<file path="config.mk">
export PLATFORM = sky130hd
export DESIGN_NAME = dopamine_controller
export DESIGN_NICKNAME = d
export VERILOG_FILES = /design/src/rtl/da_pkg.sv /design/src/rtl/rpe_quantizer.sv /design/src/rtl/dopamine_controller.sv
export SDC_FILE = /design/constraint.sdc
export NUM_CORES = 1
export LEC_CHECK = 0
export BUFFER_PORTS_ARGS = -buffer_cell sky130_fd_sc_hd__buf_2
export CAP_MARGIN = 25
export CORE_MARGIN = 5
export CORE_UTILIZATION = 51
export DETAILED_ROUTE_END_ITERATION = 8
export PLACE_DENSITY = 0.74
export SLEW_MARGIN = 20
export SYNTH_ARGS = -nofsm -noshare
export SYNTH_HDL_FRONTEND = slang
export SYNTH_HIERARCHICAL = 1
export SYNTH_SLANG_ARGS = --single-unit
</file>
<file path="constraint.sdc">
create_clock -name clk -period 3.5 [get_ports clk]
set_input_delay 0.175 -clock clk [delete_from_list [all_inputs] [get_ports clk]]
set_output_delay 0.175 -clock clk [all_outputs]
set_load 0.02 [all_outputs]
</file>
<file path="src/rtl/da_pkg.sv">
// Shared dopamine-level encodings, controller state encoding and the decay step rule.
package da_pkg;

  localparam logic [1:0] DA_NONE = 2'b00;
  localparam logic [1:0] DA_BASE = 2'b01;
  localparam logic [1:0] DA_HIGH = 2'b10;
  localparam logic [1:0] DA_MAX  = 2'b11;

  typedef enum logic [1:0] {
    ST_IDLE  = 2'd0,
    ST_EVAL  = 2'd1,
    ST_BURST = 2'd2,
    ST_DECAY = 2'd3
  } da_state_e;

  // One decay step toward baseline: bursts step down through HIGH, dips return straight to BASE.
  function automatic logic [1:0] da_step(input logic [1:0] level);
    logic [1:0] nxt;
    case (level)
      DA_MAX:  nxt = DA_HIGH;
      DA_HIGH: nxt = DA_BASE;
      DA_NONE: nxt = DA_BASE;
      default: nxt = DA_BASE;
    endcase
    return nxt;
  endfunction

endpackage

</file>
<file path="src/rtl/rpe_quantizer.sv">
// Maps a signed reward-prediction error onto one of the four dopamine levels.
module rpe_quantizer
  import da_pkg::*;
#(
  parameter logic signed [8:0] TH_HIGH = 9'sd64,
  parameter logic signed [8:0] TH_LOW  = 9'sd16
) (
  input  logic signed [8:0] rpe_i,
  output logic        [1:0] lvl_o
);

  localparam logic signed [8:0] TH_NEG = -TH_LOW;

  // Strong positive surprise saturates, mild surprise is ignored, disappointment suppresses.
  always_comb begin
    lvl_o = DA_BASE;
    if (rpe_i >= TH_HIGH) begin
      lvl_o = DA_MAX;
    end else if (rpe_i >= TH_LOW) begin
      lvl_o = DA_HIGH;
    end else if (rpe_i <= TH_NEG) begin
      lvl_o = DA_NONE;
    end
  end

endmodule

</file>
<file path="src/rtl/dopamine_controller.sv">
// Reward-prediction-error controller: tracks a running reward expectation and turns
// each surprise into a timed dopamine burst that decays back to baseline.
module dopamine_controller
  import da_pkg::*;
#(
  parameter logic        [7:0] INIT_EXPECT = 8'd0,
  parameter logic signed [8:0] TH_HIGH     = 9'sd64,
  parameter logic signed [8:0] TH_LOW      = 9'sd16,
  parameter int                ALPHA_SHIFT = 2,
  parameter int                HOLD_CYC    = 4,
  parameter int                DECAY_CYC   = 4
) (
  input  logic       clk,
  input  logic       rst,
  input  logic       reward_valid,
  input  logic [7:0] reward,
  output logic       reward_ready,
  input  logic       expect_clr,
  output logic [1:0] dopamine_level,
  output logic [8:0] rpe,
  output logic [7:0] expected,
  output logic       busy
);

  localparam int CNT_MAX = (HOLD_CYC > DECAY_CYC) ? HOLD_CYC : DECAY_CYC;
  localparam int CNT_W   = $clog2(CNT_MAX + 1);
  localparam logic [CNT_W-1:0] CNT_HOLD  = CNT_W'(HOLD_CYC);
  localparam logic [CNT_W-1:0] CNT_DECAY = CNT_W'(DECAY_CYC);
  localparam logic [CNT_W-1:0] CNT_ONE   = CNT_W'(1);

  da_state_e        state_q, state_d;
  logic [1:0]       level_q, level_d;
  logic [CNT_W-1:0] cnt_q, cnt_d;
  logic [8:0]       rpe_q, rpe_d;
  logic [7:0]       expected_q, expected_d;
  logic [7:0]       reward_q, reward_d;

  logic              accept;
  logic signed [8:0] rpe_eval;
  logic signed [8:0] rpe_shift;
  logic signed [10:0] exp_sum;
  logic [7:0]        exp_sat;
  logic [1:0]        lvl_eval;
  logic [1:0]        lvl_step;

  assign reward_ready   = (state_q != ST_EVAL);
  assign accept         = reward_valid & reward_ready;
  assign busy           = (state_q != ST_IDLE);
  assign dopamine_level = level_q;
  assign rpe            = rpe_q;
  assign expected       = expected_q;

  // Both operands zero-extended so the 9-bit difference covers -255..+255 without wrap.
  assign rpe_eval  = $signed({1'b0, reward_q}) - $signed({1'b0, expected_q});
  assign rpe_shift = rpe_eval >>> ALPHA_SHIFT;
  assign exp_sum   = $signed({3'b000, expected_q}) + $signed({{2{rpe_shift[8]}}, rpe_shift});
  assign lvl_step  = da_step(level_q);

  // Clamp the expectation update into the unsigned 8-bit range.
  always_comb begin
    exp_sat = exp_sum[7:0];
    if (exp_sum < 11'sd0) begin
      exp_sat = 8'd0;
    end else if (exp_sum > 11'sd255) begin
      exp_sat = 8'd255;
    end
  end

  rpe_quantizer #(
    .TH_HIGH (TH_HIGH),
    .TH_LOW  (TH_LOW)
  ) u_quant (
    .rpe_i (rpe_eval),
    .lvl_o (lvl_eval)
  );

  // State register and datapath registers; reset parks the controller at baseline.
  always_ff @(posedge clk) begin
    if (rst) begin
      state_q    <= ST_IDLE;
      level_q    <= DA_BASE;
      cnt_q      <= '0;
      rpe_q      <= '0;
      expected_q <= INIT_EXPECT;
      reward_q   <= '0;
    end else begin
      state_q    <= state_d;
      level_q    <= level_d;
      cnt_q      <= cnt_d;
      rpe_q      <= rpe_d;
      expected_q <= expected_d;
      reward_q   <= reward_d;
    end
  end

  // Next-state logic: evaluate, hold the burst, then step down one level per decay period.
  always_comb begin
    state_d    = state_q;
    level_d    = level_q;
    cnt_d      = cnt_q;
    rpe_d      = rpe_q;
    expected_d = expected_q;
    reward_d   = reward_q;
    case (state_q)
      ST_IDLE: begin
        level_d = DA_BASE;
        if (accept) begin
          reward_d = reward;
          state_d  = ST_EVAL;
        end
      end
      ST_EVAL: begin
        rpe_d      = rpe_eval;
        expected_d = exp_sat;
        if (lvl_eval == DA_BASE) begin
          state_d = ST_IDLE;
          level_d = DA_BASE;
        end else begin
          state_d = ST_BURST;
          level_d = lvl_eval;
          cnt_d   = CNT_HOLD;
        end
      end
      ST_BURST, ST_DECAY: begin
        if (accept) begin
          // A new reward aborts the running burst; baseline is shown while it is evaluated.
          reward_d = reward;
          state_d  = ST_EVAL;
          level_d  = DA_BASE;
        end else if (cnt_q == CNT_ONE) begin
          level_d = lvl_step;
          if (lvl_step == DA_BASE) begin
            state_d = ST_IDLE;
          end else begin
            state_d = ST_DECAY;
            cnt_d   = CNT_DECAY;
          end
        end else begin
          cnt_d = cnt_q - CNT_ONE;
        end
      end
      default: begin
        state_d = ST_IDLE;
        level_d = DA_BASE;
      end
    endcase
    // Clearing the expectation wins over any same-cycle evaluation update.
    if (expect_clr) begin
      expected_d = INIT_EXPECT;
    end
  end

endmodule

</file>
==> metrics.md, run 1 <==
| Metric | Value |
|---|---|
| Max Slew Vio Count | `0` |
| H-tree depth | `2` |
| Fmax | `299 MHz` |
| Most frequent CP cell | `ha_1` |
| Slew @ Worst Pin | `roughly 920 ps` |
| Ports | `33` |
| Routed WL per cell | `14.7 um` |
| CP Launch Type | `register` |
| Syn_area_per_cell | `roughly 7.8 um2` |
| Wire length of the first global-routing pass | `8940 um` |
| Residual DRC | `0` |
| Total chip power | `0.00128 W` |
| Finished Core Util | `around 64%` |
| CP required | `between 3000 and 4000 ps` |
| Min-delay src | `reward[6]` |
| Met1 Use GR | `28.6%` |
| Crit-path max cell delay | `490 ps` |
| Vias | `2148` |
| Hold worst-path end | `reward_q[6]` |
| Post-CTS Hold Fix Bufs | `0` |
| Cell Area, Synth | `2200 um2` |
| CTS Root Cell | `clkbuf_8` |
| Row count | `23` |
| Area share of the largest cell type after synthesis | `29.2%` |
| Cell accounting for the most synthesized area | `dfxtp_1` |
| Power per cell area | `between 400 and 500 nW/um2` |
| TritonCTS Buffers | `5` |
| Final setup fails | `0` |
| Core area | `4090 um2` |
| Max Clock Skew | `2.82 ps` |
| Die area | `around 5700 um2` |
| Synth Register Bits | `32` |
| Crit Path Max Fanout | `6` |
| Met3 track demand over resource | `under 10%` |
| IO buf count | `32` |
| Drt first pass iters | `4` |
| Total GRT Usage | `roughly 20%` |
| Status | `completed` |
| Hold WC Path Type | `in2reg` |
| DRT antenna net count | `0` |
| Global routing's busiest layer | `met2` |
| Number of enable flip-flop cells after synthesis | `0` |
| Layout cells sized above 1 | `24.3%` |
| Vias in the first global route | `between 2000 and 2500` |
| Post-synth ARST share | `0%` |
| Static Leak | `1.13 nW` |
| CP Capture Type | `register` |
| Synth area leaders | `dfxtp_1 29%, ha_1 11%, a21oi_1 7.3%` |
| Crit Reg-Reg Startpoint | `expected[1]` |
| Final wirelength | `approximately 5400 um` |
| Width of the chip | `~76 um` |
| Slew headroom | `38.7%` |
| Peak VDD IR | `between 300 and 400 uV` |
| Data arrival, critical path | `around 3500 ps` |
| Fin crit period | `3340 ps` |
| Mapped Nets | `315` |
| Crit path cell chain | `inv_1 -> ha_1 -> nor2b_1 -> o21a_1 -> nor2_1 -> xnor2_1 -> ha_1 -> a21oi_1 -> nor2_2 -> o21ai_2 -> o21a_2 -> mux2_4 -> a221oi_1` |
| Sum Neg Setup Slack | `0 ps` |
| Setup CP Type | `reg2reg` |
| Via-to-Cell Ratio | `5.79` |
| Yosys Warn Count | `6` |
| Main flop type after synthesis | `dfxtp_1` |
| CTS tree | `built` |
| Initial core utilization | `roughly 54%` |
| Met2 Usage GRT | `29.8%` |
| Hold Vio Cnt, Final | `0` |
| Worst path slowest cell | `xnor2_1` |
| Reg-to-reg slack, setup | `160 ps` |
| Nets | `354` |
| Area Overhead vs Synth | `19.6%` |
| Netlist cell types | `51` |
| Clk pin slew, worst setup/hold paths | `about 70 ps` |
| Post-synth top cells | `41 x nand2_1, 32 x a21oi_1, 32 x dfxtp_1, 22 x nor2_1, 20 x ha_1` |
| CTS sink count | `32` |
| DP Wirelength | `between 4000 and 5000 um` |
| DRT iter0 DRCs | `105` |
| Max-cap viol count | `0` |
| Reg2Reg Depth | `13` |
| Largest net degree at the start of global routing | `31` |
| RePlAce Congestion | `0.983` |
| GRT Residual Overflow | `0` |
| Sequential share of the synthesized area | `between 20% and 30%` |
| Antenna Cells | `0` |
| Clk Latency, worst-skew pair | `about 280 ps` |
| Worst Hold Depth | `3` |
| Die Span Y | `75.6 um` |
| Cells after Synth | `between 200 and 300` |
| Tcrit/Tclk final | `95.4%` |
| Hold_ws | `~140 ps` |
| CTS max path bufs | `2` |
| Most common cell in the synthesized netlist | `nand2_1` |
| Reg2reg end | `expected[3]` |
| Initial antenna violation count | `0` |
power by group:
part	switching, W	internal [W]	leakage [nW]	total (W)
combinational	0.000302	0.000210	0.812	0.000512
sequential	0.0000258	0.000394	0.262	0.000420
clock	0.000139	0.000210	0.0541	0.000350
total	0.000467	0.000815	1.13	0.00128
worst max-delay path by stage:
stage	from	end	slack, ps
floorplan	expected[0]	expected[1]	80
global placement	expected[0]	expected[0]	160
detailed placement	expected[0]	expected[3]	-20
CTS	reward_q[0]	expected[3]	30
global route	expected[1]	expected[3]	-10
finish	expected[1]	expected[3]	160
per-layer routing:
layer	vias up	routed length, um
li1	1074	-
met1	992	2680
met2	68	2380
met3	14	290
met4	0	93
met5	-	0
per-stage QoR:
step                setup slack (ps)  instance area [um2]  std cells
floorplan                       77.6                 2200        281
global placement                 164                 2450        362
detailed placement             -22.6                 2450        362
CTS                             27.9                 2560        370
global route                   -14.1                 2630        371
finish                           160                 2630        371
critical path, delay by kind of cell, from the launching register on:
kind	cells	cell delay, ps
AOI/OAI and AO/OA	5	1020
xor gates and xnor gates	1	490
adders and majority gates	2	630
buffers and inverters	1	70
DFF	1	330
muxes	1	350
and+or+nand+nor	3	340
sequential cells by signal, indices dropped and copies added (netlist names):
register        count
state_q             2
reward_q            8
expected            8
rpe                 9
cnt_q               3
dopamine_level      2
area by class of cell:
| cell class | instances | area, um2 |
|---|---|---|
| Tap cell | 50 | 62.6 |
| Multi-Input combinational cell | 219 | 1490 |
| Inverter | 18 | 72.6 |
| Clock buffer | 5 | 68.8 |
| Clock inverter | 3 | 42.5 |
| Sequential cell | 32 | 643 |
| Fill cell | 365 | 1460 |
| Timing Repair Buffer | 44 | 250 |
cells by family after synthesis:
group / synth area share [%]
buffers and inverters: 5.86
adder cells (fa/ha/maj): 13.2
XOR/XNOR: 3.99
AO/OA/AOI/OAI: 23.1
flip-flops: 29.2
multiplexers: 2.22
AND/OR/NAND/NOR: 22.5
timing repair:
item,CTS,global route
resized for setup,1,12
setup buffers,0,1
endpoints found under the setup margin,4,11
hold endpoints to repair,0,0
pin swaps,0,3
placed cells by master (no fill, tap or decap), types with 2 or more instances in the layout:
| cell | count |
|---|---|
| or2_2 | 3 |
| or3_1 | 3 |
| o21ai_0 | 10 |
| nand2b_1 | 2 |
| xnor2_1 | 4 |
| buf_4 | 12 |
| ha_1 | 20 |
| dfxtp_1 | 30 |
| nor2_1 | 20 |
| mux2i_1 | 2 |
| nor2b_1 | 4 |
| nor3_1 | 6 |
| inv_1 | 17 |
| nor2_2 | 2 |
| nor4_1 | 2 |
| a221oi_2 | 3 |
| a21o_1 | 2 |
| nand2_1 | 41 |
| a221oi_1 | 3 |
| o21bai_1 | 3 |
| a21oi_1 | 30 |
| a211oi_1 | 5 |
| nor3b_1 | 2 |
| o211ai_1 | 4 |
| buf_2 | 32 |
| dfxtp_2 | 2 |
| xor2_1 | 5 |
| nand3_1 | 12 |
| clkbuf_8 | 5 |
| a21oi_2 | 2 |
| a31oi_1 | 3 |
Note: power is estimated with default switching activity, not from simulation.
==> inputs of run 2 (changes only) <==
- CORE_ASPECT_RATIO: unset -> 1.75
==> metrics.md, run 2 (same netlist as run 1, synthesis figures left out) <==
| Metric | Value |
|---|---|
| Tcrit/Tclk final | `94.8% (-0.63 points)` |
| Largest net degree at the start of global routing | `27 (-13%)` |
| Fmax | `301 MHz (+0.67%)` |
| Non-filler cells, final | `374 (+0.81%)` |
| CTS sink count | `32 (unchanged)` |
| Reg2Reg Depth | `14 (+1)` |
| IO buf count | `32 (unchanged)` |
| Total chip power | `0.00121 W (-5.4%)` |
| Total GRT Usage | `20.4% (+0.38 points)` |
| Switch share | `37.9% (+1.4 points)` |
| Area Overhead vs Synth | `20.4%` |
| Setup CP Type | `reg2reg` |
| Nets | `359 (+1.4%)` |
| Crit-path max cell delay | `380 ps (-110 ps)` |
| Crit path cell chain | `ha_1 -> inv_1 -> fa_2 -> a21o_1 -> a211oi_1 -> nor2_2 -> ha_1 -> nand3_1 -> nor2_1 -> o21ai_2 -> o21a_2 -> buf_4 -> mux2i_4 -> a221oi_1` |
| Fin crit period | `3320 ps (-22.1 ps)` |
| Commonest non-fill, non-tap cell in the layout | `nand2_1` |
| Placement Setup Slack | `22.7 ps (+45.3 ps)` |
| Final wirelength | `5500 um (+1.1%)` |
| GRT Residual Overflow | `0 (unchanged)` |
| Most frequent CP cell | `ha_1` |
| Max Clock Skew | `5.78 ps (+2.96 ps)` |
| Reg-to-reg slack, setup | `180 ps (+20 ps)` |
| Share of power burned in registers | `34.6% (+1.8 points)` |
| Most frequent cells in the layout | `41 x nand2_1, 32 x buf_2, 30 x a21oi_1, 30 x dfxtp_1, 21 x nor2_1` |
| Worst path slowest cell | `ha_1` |
| Worst Hold Depth | `3 (unchanged)` |
| Routed WL per cell | `14.7 um (+0.29%)` |
| Wire length of the first global-routing pass | `9230 um (+3.3%)` |
| CTS max path bufs | `2 (unchanged)` |
| CTS Root Cell | `clkbuf_8` |
| Vias | `2156 (+0.37%)` |
| Via-to-Cell Ratio | `5.76 (-0.43%)` |
| Initial antenna violation count | `0 (unchanged)` |
| Drt first pass iters | `4 (unchanged)` |
| CP Capture Type | `register` |
| Ports | `33 (unchanged)` |
| Status | `completed` |
| Antenna Cells | `0 (unchanged)` |
| Crit Path Max Fanout | `6 (unchanged)` |
| Power per cell area | `458 nW/um2 (-6.0%)` |
| RePlAce Congestion | `0.926 (-5.8%)` |
| CP required | `3670 ps (about the same)` |
| Vias in the first global route | `2083 (+3.6%)` |
| Hold WC Path Type | `in2reg` |
| CTS tree | `built` |
| Final setup fails | `0 (unchanged)` |
| Hold Vio Cnt, Final | `0 (unchanged)` |
| Peak VDD IR | `302 uV (-13%)` |
| Width of the chip | `59.6 um (-21%)` |
| Crit Reg-Reg Startpoint | `expected[0]` |
| DP Wirelength | `4370 um (+6.2%)` |
| Clock share of power | `21.9% (-5.4 points)` |
| Int Pwr | `0.000753 W (-7.5%)` |
| Row count | `31 (+35%)` |
| Comb pwr share | `43.5% (+3.5 points)` |
| Min-delay src | `reward[3]` |
| TritonCTS Buffers | `5 (unchanged)` |
| Post-CTS Hold Fix Bufs | `0 (unchanged)` |
| Sw power | `0.000459 W (-1.7%)` |
| Max reg flops | `9 (unchanged)` |
| Placed cells | `366 (+1.1%)` |
| Die Span Y | `96.8 um (+28%)` |
| Residual DRC | `0 (unchanged)` |
| Clk Latency, worst-skew pair | `280 ps (about the same)` |
| Max Slew Vio Count | `0 (unchanged)` |
| Reg2reg end | `expected[1]` |
| Die area | `5770 um2 (+0.90%)` |
| Data arrival, critical path | `3490 ps (-30 ps)` |
| # fillers | `372 (+1.9%)` |
| Layout cells sized above 1 | `25.5% (+1.2 points)` |
| Hold_ws | `142 ps (+5.80 ps)` |
| RSZ-0062 raised after global routing | `true` |
| H-tree depth | `2 (unchanged)` |
| CP Launch Type | `register` |
| DRT iter0 DRCs | `78 (-26%)` |
| Slew headroom | `58.2% (+19 points)` |
| DRT antenna net count | `0 (unchanged)` |
| Slew @ Worst Pin | `626 ps (-292 ps)` |
| Max-cap viol count | `0 (unchanged)` |
| Core area | `4150 um2 (+1.6%)` |
| Setup ws final | `182 ps (+22.1 ps)` |
| Hold worst-path end | `reward_q[3]` |
| Clk pin slew, worst setup/hold paths | `60 ps (about the same)` |
| Static Leak | `1.14 nW (+1.3%)` |
| Initial core utilization | `52.9% (-0.83 points)` |
[run 2: changes by cell type in the layout (fill, tap and decap cells not counted)]
| cell | before | now |
|---|---|---|
| o2111ai_2 | 0 | 1 |
| bufinv_16 | 1 | 0 |
| nor2_2 | 2 | 1 |
| xor2_2 | 0 | 1 |
| o21ai_1 | 0 | 1 |
| buf_4 | 12 | 17 |
| ha_2 | 0 | 1 |
| o2111ai_1 | 1 | 0 |
| clkbuf_1 | 0 | 1 |
| nor2_1 | 20 | 21 |
| ha_1 | 20 | 19 |
| xor2_1 | 5 | 4 |
| clkinvlp_4 | 1 | 0 |
| o21ai_0 | 10 | 9 |
[run 2: area by class of cell]
class | count | area, um2 | area share, %
repair buffers | 49 | 288 | 10.9
flip-flops and latches | 32 | 643 | 24.3
clock buffers | 6 | 72.6 | 2.74
multi-input cells | 219 | 1500 | 56.8
inverters | 18 | 72.6 | 2.74
clock inverters | 1 | 5.00 | 0.189
well taps | 49 | 61.3 | 2.32
[run 2: per-layer routing]
| layer | track usage, % | up-vias | part of all wire, % | wire [um] |
|---|---|---|---|---|
| li1 | - | 1075 | - | - |
| met1 | 21.3 | 1009 | 37 | 2030 |
| met2 | 35.8 | 51 | 54 | 2950 |
| met3 | 3.33 | 21 | 3.3 | 182 |
| met4 | 12.8 | 0 | 6.2 | 340 |
| met5 | 0 | - | 0 | 0 |
[run 2: worst max-delay path by stage]
stage	cells after the start	startpoint	slack [ps]	endpoint
floorplan	14	expected[0]	80	expected[1]
global placement	13	expected[0]	110	expected[2]
detailed placement	14	expected[0]	20	expected[2]
CTS	14	expected[0]	50	expected[2]
global route	14	expected[0]	-30	expected[4]
finish	14	expected[0]	180	expected[1]
[run 2: per-stage QoR]
step | util [%] | area (um2) | TNS (ps)
floorplan | - | 2200 | 0
global placement | 59.9 | 2480 | 0
detailed placement | 59.9 | 2480 | 0
CTS | 61.9 | 2570 | 0
global route | 63.7 | 2650 | -56.4
finish | 63.7 | 2650 | 0
[run 2: power groups by stage]
stage | logic, W | registers (W) | clock network [W]
4_1_cts | 0.000501 | 0.000419 | 0.000269
6_report | 0.000528 | 0.000419 | 0.000266
3_5_place_dp | 0.000497 | 0.000427 | 0
3_3_place_gp | 0.000490 | 0.000426 | 0
2_1_floorplan | 0.000348 | 0.000438 | 0
5_1_grt | 0.000586 | 0.000423 | 0.000286
[run 2: what timing repair did]
| action | 4_1_cts | 5_1_grt |
|---|---|---|
| cloned | 0 | 0 |
| setup endpoints to repair | 1 | 9 |
| pin swaps | 0 | 4 |
| buffers inserted | 0 | 1 |
| resized for setup | 1 | 15 |
[run 2: worst max-delay path, delay by kind of cell, from the launching register on]
kind | cells | cell delay (ps)
AOI/OAI and AO/OA | 5 | 1090
adders and majority gates | 3 | 910
buffers and inverters | 2 | 200
DFF | 1 | 360
muxes | 1 | 210
and+or+nand+nor | 3 | 430
